==> src/rtl/memory_access_stage.sv <==
`default_nettype none
// ============================================================================
// Module      : memory_access_stage
// Description : EX/MEM pipeline register with a request/ack data-memory port.
//               Memory instructions stall upstream until the access is acked.
// Revision    : 1.0 - initial release
// ============================================================================
module memory_access_stage (
    input  logic        clk,
    input  logic        reset,
    input  logic        IRegWrite,
    input  logic [1:0]  IRegStore,
    input  logic        IMemWrite,
    input  logic        IMemRead,
    input  logic [15:0] IPCP2,
    input  logic [15:0] IALUResult,
    input  logic [15:0] I3rdArg,
    input  logic [2:0]  IRd,
    input  logic        IMemAck,
    input  logic [15:0] IMemRData,
    output logic        ORegWrite,
    output logic [1:0]  ORegStore,
    output logic [15:0] OPCP2,
    output logic [15:0] OALUResult,
    output logic [15:0] OLoadData,
    output logic [2:0]  ORd,
    output logic        OMemReq,
    output logic        OMemWE,
    output logic [15:0] OMemAddr,
    output logic [15:0] OMemWData,
    output logic        OStall
);

    typedef enum logic [1:0] {
        ST_IDLE = 2'd0,
        ST_REQ  = 2'd1,
        ST_DONE = 2'd2
    } state_t;

    state_t      state_q, state_d;

    logic        reg_write_q, reg_write_d;
    logic [1:0]  reg_store_q, reg_store_d;
    logic        mem_write_q, mem_write_d;
    logic        mem_read_q,  mem_read_d;
    logic [15:0] pcp2_q,      pcp2_d;
    logic [15:0] alu_q,       alu_d;
    logic [15:0] arg3_q,      arg3_d;
    logic [2:0]  rd_q,        rd_d;
    logic [15:0] load_q,      load_d;

    logic        in_req;

    assign in_req = (state_q == ST_REQ);

    always_comb begin
        state_d     = state_q;
        reg_write_d = reg_write_q;
        reg_store_d = reg_store_q;
        mem_write_d = mem_write_q;
        mem_read_d  = mem_read_q;
        pcp2_d      = pcp2_q;
        alu_d       = alu_q;
        arg3_d      = arg3_q;
        rd_d        = rd_q;
        load_d      = load_q;

        if (!in_req) begin
            reg_write_d = IRegWrite;
            reg_store_d = IRegStore;
            mem_write_d = IMemWrite;
            mem_read_d  = IMemRead;
            pcp2_d      = IPCP2;
            alu_d       = IALUResult;
            arg3_d      = I3rdArg;
            rd_d        = IRd;
            state_d     = (IMemRead || IMemWrite) ? ST_REQ : ST_IDLE;
        end else if (IMemAck) begin
            state_d = ST_DONE;
            // Read+write together behaves as a store, so no load capture.
            if (mem_read_q && !mem_write_q) begin
                load_d = IMemRData;
            end
        end
    end

    always_ff @(posedge clk or posedge reset) begin
        if (reset) begin
            state_q     <= ST_IDLE;
            reg_write_q <= 1'b0;
            reg_store_q <= 2'd0;
            mem_write_q <= 1'b0;
            mem_read_q  <= 1'b0;
            pcp2_q      <= 16'd0;
            alu_q       <= 16'd0;
            arg3_q      <= 16'd0;
            rd_q        <= 3'd0;
            load_q      <= 16'd0;
        end else begin
            state_q     <= state_d;
            reg_write_q <= reg_write_d;
            reg_store_q <= reg_store_d;
            mem_write_q <= mem_write_d;
            mem_read_q  <= mem_read_d;
            pcp2_q      <= pcp2_d;
            alu_q       <= alu_d;
            arg3_q      <= arg3_d;
            rd_q        <= rd_d;
            load_q      <= load_d;
        end
    end

    // Writeback sees a bubble while the access is outstanding.
    assign ORegWrite  = reg_write_q && !in_req;
    assign ORegStore  = reg_store_q;
    assign OPCP2      = pcp2_q;
    assign OALUResult = alu_q;
    assign OLoadData  = load_q;
    assign ORd        = rd_q;

    assign OMemReq    = in_req;
    assign OMemWE     = in_req && mem_write_q;
    assign OMemAddr   = alu_q;
    assign OMemWData  = arg3_q;
    assign OStall     = in_req;

endmodule
`default_nettype wire

==> config.mk <==
export PLATFORM = sky130hd
export DESIGN_NAME = memory_access_stage
export DESIGN_NICKNAME = d
export VERILOG_FILES = /design/src/rtl/memory_access_stage.sv
export SDC_FILE = /design/constraint.sdc
export NUM_CORES = 1
export LEC_CHECK = 0
export CORE_MARGIN = 8
export CORE_UTILIZATION = 38
export CTS_BUF_LIST = sky130_fd_sc_hd__clkbuf_4 sky130_fd_sc_hd__clkbuf_8 sky130_fd_sc_hd__clkbuf_16
export CTS_CLUSTER_DIAMETER = 150
export DETAILED_ROUTE_END_ITERATION = 7
export GPL_TIMING_DRIVEN = 0
export PLACE_DENSITY = 0.87
export SYNTH_ARGS = -nofsm -noshare
export SYNTH_HDL_FRONTEND = slang
export SYNTH_SLANG_ARGS = --single-unit
export TNS_END_PERCENT = 100
==> constraint.sdc <==
create_clock -name clk -period 3.1 [get_ports clk]
set_clock_uncertainty 0.05 [all_clocks]
set_input_delay 0.62 -clock clk [delete_from_list [all_inputs] [get_ports clk]]
set_output_delay 0.62 -clock clk [all_outputs]
set_load 0.02 [all_outputs]
==> results of run 1 <==
## power groups by stage
stage | registers (W) | logic, W | clock network, W
3_3_place_gp | 0.00146 | 0.00197 | 0
2_1_floorplan | 0.00184 | 0.000619 | 0
4_1_cts | 0.00146 | 0.00200 | 0.000765
5_1_grt | 0.00150 | 0.00211 | 0.000806
3_5_place_dp | 0.00148 | 0.00199 | 0
6_report | 0.00146 | 0.00197 | 0.000752
## area by class of cell
cell class              instances  area [um2]  share of cell area
flip-flops and latches         74        1850               0.377
repair buffers                163        1630               0.333
multi-input cells             189         896               0.183
plain buffers                  31         196              0.0400
clock buffers                  12         153              0.0311
well taps                     102         128              0.0260
clock inverters                 3        40.0             0.00816
inverters                       2        10.0             0.00204
## stage by stage
step | worst slack [ps] | TNS [ps] | total power (W) | hold WS, ps
after floorplan | 548 | 0 | 0.00246 | 380
after global placement | -636 | -46840 | 0.00342 | 396
after detailed placement | 642 | 0 | 0.00347 | 406
after CTS | 253 | 0 | 0.00423 | 422
after global routing | 169 | 0 | 0.00442 | 435
final | 286 | 0 | 0.00418 | 416
## cell usage after synthesis (2+ instances only)
| cell | number | area share |
|---|---|---|
| nand2_1 | 165 | 0.21 |
| buf_4 | 17 | 0.043 |
| and2_1 | 3 | 0.0064 |
| mux2_4 | 10 | 0.051 |
| dfrtp_1 | 74 | 0.63 |
| clkbuf_1 | 8 | 0.010 |
| mux2_2 | 6 | 0.023 |
| buf_1 | 3 | 0.0038 |
| buf_6 | 2 | 0.0076 |
## state kept, by name (all words and copies together) (netlist names)
| register | count |
|---|---|
| OMemWData | 16 |
| mem_write_q | 1 |
| ORegStore | 2 |
| OPCP2 | 16 |
| mem_read_q | 1 |
| OALUResult | 16 |
| state_q | 2 |
| reg_write_q | 1 |
| ORd | 3 |
| OLoadData | 16 |
## kinds of logic (layout without fill, tap and decap cells)
family / Yosys count / in the layout
buffers and inverters: 33 / 211
flip-flops: 74 / 74
AO/OA/AOI/OAI: 1 / 1
AND/OR/NAND/NOR: 172 / 172
multiplexers: 16 / 16
## worst register-to-register path: stages, from the launching register on
cell	delay [ps]
dfrtp_1	360
nand2b_4	150
inv_2	90
and4b_1	270
buf_6	150
buf_6	180
mux2_4	320
## worst paths after layout
kind                         startpoint             to  slack [ps]
max                          state_q[1]         OStall         290
min                        OMemWData[5]   OMemWData[5]         420
max reg2reg                  state_q[1]   OLoadData[1]        1410
min reg2reg                OMemWData[5]   OMemWData[5]         420
max in group asynchronous         reset  OMemWData[14]        1630
min in group asynchronous         reset  OALUResult[6]         760
## layer usage
layer,vias to the layer above,global-route usage,routed length [um]
met5,-,0,0
met4,0,0.0610,136
met3,11,0.0849,973
met2,119,0.268,4120
met1,1169,0.174,3460
li1,1231,-,-
==> results.tsv, run 1 <==
stage	metric	value	unit
timing	period_minus_slack	2810	ps
power	p_int	0.00269	W
yosys	synthAdderAreaFrac	0	
die	pin_count	164	
clock_tree	cts_inserted_buffers	9	
timing	final-setup-viol-count	0	
yosys	synth-xor-area-share	0	
route	drtPass1Iterations	4	
clock_tree	ctsHtreeMaxLevel	3	
power	swShare	0.357	
yosys	synth_ff_type	dfrtp_1	
die	die_h	104	um
layout	nets	545	
layout	fillers	626	
critical_path	critPathMaxFanout	11	
global_route	first_global_vias	2740	
die	die_area	10800	um2
route	post_drt_wl_per_cell	15.1	um
yosys	synth_compound_area_frac	0.00254	
power	seqPwrFrac	0.349	
yosys	synth_cell_type_count	17	
clock_tree	cts.clk_slew.worst_paths	70	ps
critical_path	cp_top_family	buffers and inverters	
power	switching_power	0.00149	W
critical_path	max_stage_delay	600	ps
global_route	gr-total-overflow	0	
layout	most-common-layout-cells	nand2_1, clkdlybuf4s50_1, dfrtp_1, buf_4	
yosys	synth_mux_area_frac	0.0738	
yosys	async_flop_share	1.00	
clock_tree	cts_hold_buffers	0	
route	ant_nets	0	
clock_tree	root_buffer	clkbuf_8	
yosys	synth-seq-cells	74	
critical_path	r2r_cells	6	
layout	design_area	4910	um2
timing	rsz0062_at_grt	no	
yosys	syn_area	2950	um2
timing	max_freq	355	MHz
timing	slew_viol_final	0	
critical_path	slowest_stage	clkdlybuf4s50_1	
route	routed-via-count	2530	
clock_tree	cts_setup_buffers	0	
yosys	synth-seq-area-share	0.627	
global_route	grt_max_degree	75	
die	core_area	7610	um2
timing	hold_viol_final	0	
power	power_frac_comb	0.471	
yosys	synth_edf_count	0	
route	drc	0	
worst_hold_path	hold_class	flip-flop to flip-flop	
yosys	avgSynthCellArea	9.97	um2
outcome	status	finished, final reports clean	
layout	area_growth	66.2	%
clock_tree	cts_sinks	74	
place	hpwlAfterDp	6700	um
global_route	antenna_found_initial	0	
critical_path	worstSetupPathDepth	5	
worst_hold_path	hold_depth	2	
place	dpl-instance-area	4710	um2
layout	final_cells	576	
clock_tree	clock_latency	340	ps
route	drt_wl_total	8700	um
layout	final_util	0.645	
die	chipWidth	104	um
timing	worstMarginPinSlew	908	ps
clock_tree	ctsResizeCount	0	
global_route	track_usage	0.163	
clock_tree	cts_tree	done	
global_route	grt_pass1_wl	14200	um
critical_path	endpoint_kind	primary output	
timing	period_share	0.908	
critical_path	crit_type	flip-flop to primary output	
layout	drive_gt1_frac	0.114	
yosys	syn_inst	296	
timing	relSlewSlack	0.395	
place	io_buffers	163	
route	drt_iter0_markers	48	
layout	final_common_cell	nand2_1	
yosys	yosysWarnings	0	
critical_path	arrival	2140	ps
place	gp_congestion	0.724	
yosys	synthSimpleGateAreaFrac	0.227	
power	ir_worst_vdd	0.421	mV
clock_tree	clockBufferDepth	2	
layout	antenna_cells_inserted	0	
die	std_cell_rows	32	
critical_path	worstPathRequired	2430	ps
power	p_clk_frac	0.180	
critical_path	start_kind	flip-flop	
route	viasPerCell	4.39	
place	dp_cells	561	
die	initial_utilization	0.388	
flow_run	drv_cap	0	
yosys	syn_nets	371	
critical_path	critical_path.cell_chain	nand2b_4, inv_2, clkbuf_1, buf_4, clkdlybuf4s50_1	
critical_path	path_buf_inv	4	
power	powerDensity	852	nW/um2
yosys	synth_top_family_by_area	simple AND/OR/NAND/NOR gates	
power	leakagePower	2.35	nW
Note: power is estimated with default switching activity, not from simulation.
==> run 2, diff against run 1 <==
--- a/config.mk
+++ b/config.mk
@@ -6,12 +6,14 @@
 export NUM_CORES = 1
 export LEC_CHECK = 0
 export CORE_MARGIN = 8
-export CORE_UTILIZATION = 38
+export CORE_UTILIZATION = 41
 export CTS_BUF_LIST = sky130_fd_sc_hd__clkbuf_4 sky130_fd_sc_hd__clkbuf_8 sky130_fd_sc_hd__clkbuf_16
 export CTS_CLUSTER_DIAMETER = 150
 export DETAILED_ROUTE_END_ITERATION = 7
 export GPL_TIMING_DRIVEN = 0
-export PLACE_DENSITY = 0.87
+export HOLD_SLACK_MARGIN = 0.03
+export PLACE_DENSITY = 0.93
+export SLEW_MARGIN = 0
 export SYNTH_ARGS = -nofsm -noshare
 export SYNTH_HDL_FRONTEND = slang
 export SYNTH_SLANG_ARGS = --single-unit
==> constraint.sdc (replaced) <==
create_clock -name clk -period 3.5 [get_ports clk]
set_clock_uncertainty 0.05 [all_clocks]
set_input_delay 0.7 -clock clk [delete_from_list [all_inputs] [get_ports clk]]
set_output_delay 0.7 -clock clk [all_outputs]
set_load 0.02 [all_outputs]
==> run 2 against run 1 <==
Compared with the run above: clock power is 11% lower; sequential share of layout area down 0.058 points; via count up 1.1%; die area decreased by 6.2%; clock-buffer cell count fell by 1; total power shrank 11%; global-route usage is 1.1 points higher; largest cell class unchanged; final cell count down 0.35%; flip-flop and latch count did not move; routed wire length shrank 0.28%; worst setup slack improved by 360 ps.
==> results.tsv, run 2 (synthesis results as in run 1) <==
stage	metric	value	unit	change
outcome	status	finished, final reports clean		unchanged
critical_path	start_kind	flip-flop		unchanged
layout	ff_latch_area	1850	um2	unchanged
worst_hold_path	worstHoldStart	OMemWData[14]		was OMemWData[5]
die	std_cell_rows	31		was 32
power	powerDensity	755	nW/um2	was 852 nW/um2
timing	hold_viol_final	0		unchanged
layout	area_growth	66.5	%	was 66.2%
critical_path	critPathMaxFanout	11		unchanged
critical_path	r2r_setup_slack	1840	ps	was 1410 ps
die	die_area	10200	um2	was 10800 um2
critical_path	r2r_start	state_q[0]		was state_q[1]
timing	relSlewSlack	0.396		was 0.395
layout	fillers	536		was 626
route	ant_nets	0		unchanged
global_route	gr-total-overflow	0		unchanged
clock_tree	cts_hold_buffers	0		unchanged
clock_tree	root_buffer	clkbuf_8		unchanged
global_route	antenna_found_initial	0		unchanged
layout	final_common_cell	nand2_1		unchanged
clock_tree	clockBufferDepth	2		unchanged
layout	most-common-layout-cells	nand2_1, clkdlybuf4s50_1, dfrtp_1, buf_4, clkbuf_8		was nand2_1, clkdlybuf4s50_1, dfrtp_1, buf_4
power	ir_worst_vdd	0.361	mV	was 0.421 mV
critical_path	arrival	2100	ps	was 2140 ps
critical_path	worstPathRequired	2750	ps	was 2430 ps
critical_path	r2r_cells	5		was 6
clock_tree	cts_sinks	74		unchanged
route	drt_wl_total	8670	um	was 8700 um
place	io_buffers	163		unchanged
die	initial_utilization	0.416		was 0.388
layout	drive_gt1_frac	0.116		was 0.114
global_route	grt_max_degree	75		unchanged
timing	slew_viol_final	0		unchanged
route	viasPerCell	4.45		was 4.39
critical_path	crit_type	flip-flop to primary output		unchanged
timing	max_freq	350	MHz	
timing	setup_slack	647	ps	was 286 ps
timing	setup_tns	0	ps	unchanged
critical_path	endpoint_kind	primary output		unchanged
place	gp_congestion	0.753		was 0.724
worst_hold_path	worstHoldEndpoint	OMemWData[14]		was OMemWData[5]
layout	multiInputGateArea	896	um2	unchanged
clock_tree	ctsHtreeMaxLevel	3		unchanged
timing	whs	417	ps	was 416 ps
route	drc	0		unchanged
clock_tree	ctsResizeCount	0		unchanged
power	leakagePower	2.35	nW	about the same
clock_tree	cts.clk_slew.worst_paths	70	ps	about the same
clock_tree	cts_tree	done		unchanged
timing	rsz0062_at_grt	no		unchanged
worst_hold_path	hold_class	flip-flop to flip-flop		unchanged
timing	period_share	0.815		
route	post_drt_wl_per_cell	15.1	um	about the same
global_route	track_usage	0.174		was 0.163
die	die_h	101	um	was 104 um
route	drtPass1Iterations	4		unchanged
die	core_area	7100	um2	was 7610 um2
layout	nets	545		unchanged
timing	worstMarginPinSlew	906	ps	was 908 ps
flow_run	drv_cap	0		unchanged
route	routed-via-count	2557		was 2530
route	drt_iter0_markers	100		was 48
clock_tree	clock_latency	330	ps	was 340 ps
timing	final-setup-viol-count	0		unchanged
clock_tree	cts_setup_buffers	0		unchanged
timing	period_minus_slack	2850	ps	
global_route	first_global_vias	2644		was 2740
place	hpwlAfterDp	6780	um	was 6700 um
clock_tree	cts_inserted_buffers	9		unchanged
global_route	grt_pass1_wl	13500	um	was 14200 um
critical_path	crit_path_start	state_q[1]		unchanged
die	chipWidth	101	um	was 104 um
die	pin_count	164		unchanged
place	dpl_worst_slack	964	ps	was 642 ps
worst_hold_path	hold_depth	2		unchanged
layout	antenna_cells_inserted	0		unchanged
critical_path	reg2reg_to	OALUResult[11]		was OLoadData[1]
run 2: per-layer routing:
metal | wire, um | vias up | GRT usage | part of all wire
li1 | - | 1235 | - | -
met1 | 3370 | 1198 | 0.186 | 0.39
met2 | 4170 | 109 | 0.295 | 0.48
met3 | 965 | 15 | 0.0739 | 0.11
met4 | 162 | 0 | 0.0686 | 0.019
met5 | 0 | - | 0 | 0
run 2: worst max path at each step:
stage | slack (ps) | endpoint | cells after the start
after global routing | 520 | OStall | 5
after detailed placement | 960 | OStall | 5
after global placement | -270 | OMemWData[11] | 2
after CTS | 590 | OStall | 5
final | 650 | OStall | 5
after floorplan | 870 | OALUResult[0] | 1
run 2: report_power, final:
| part | internal [W] | leakage, nW | switching (W) |
|---|---|---|---|
| sequential | 0.00113 | 0.897 | 0.000156 |
| clock | 0.000365 | 0.105 | 0.000302 |
| combinational | 0.000887 | 1.35 | 0.000864 |
run 2: per-stage QoR:
stage               total power, W  std cells  cell area, um2  utilization
finish                     0.00371        574            4910        0.692
global route               0.00391        574            4910        0.692
CTS                        0.00376        574            4910        0.692
detailed placement         0.00308        558            4710        0.663
global placement           0.00303        558            4710        0.663
floorplan                  0.00218        296            2950            -
run 2: area by class of cell:
class                   instances  share of cell area
plain buffers                  31              0.0400
clock buffers                  11              0.0308
clock inverters                 5              0.0107
inverters                       2             0.00204
multi-input cells             189               0.182
flip-flops and latches         74               0.377
well taps                      99              0.0252
repair buffers                163               0.332
run 2: worst max-delay path: stages (launching register included):
cell,delay (ps)
dfrtp_1,360
nand2b_4,150
inv_2,80
clkbuf_1,400
buf_4,190
clkdlybuf4s50_1,590
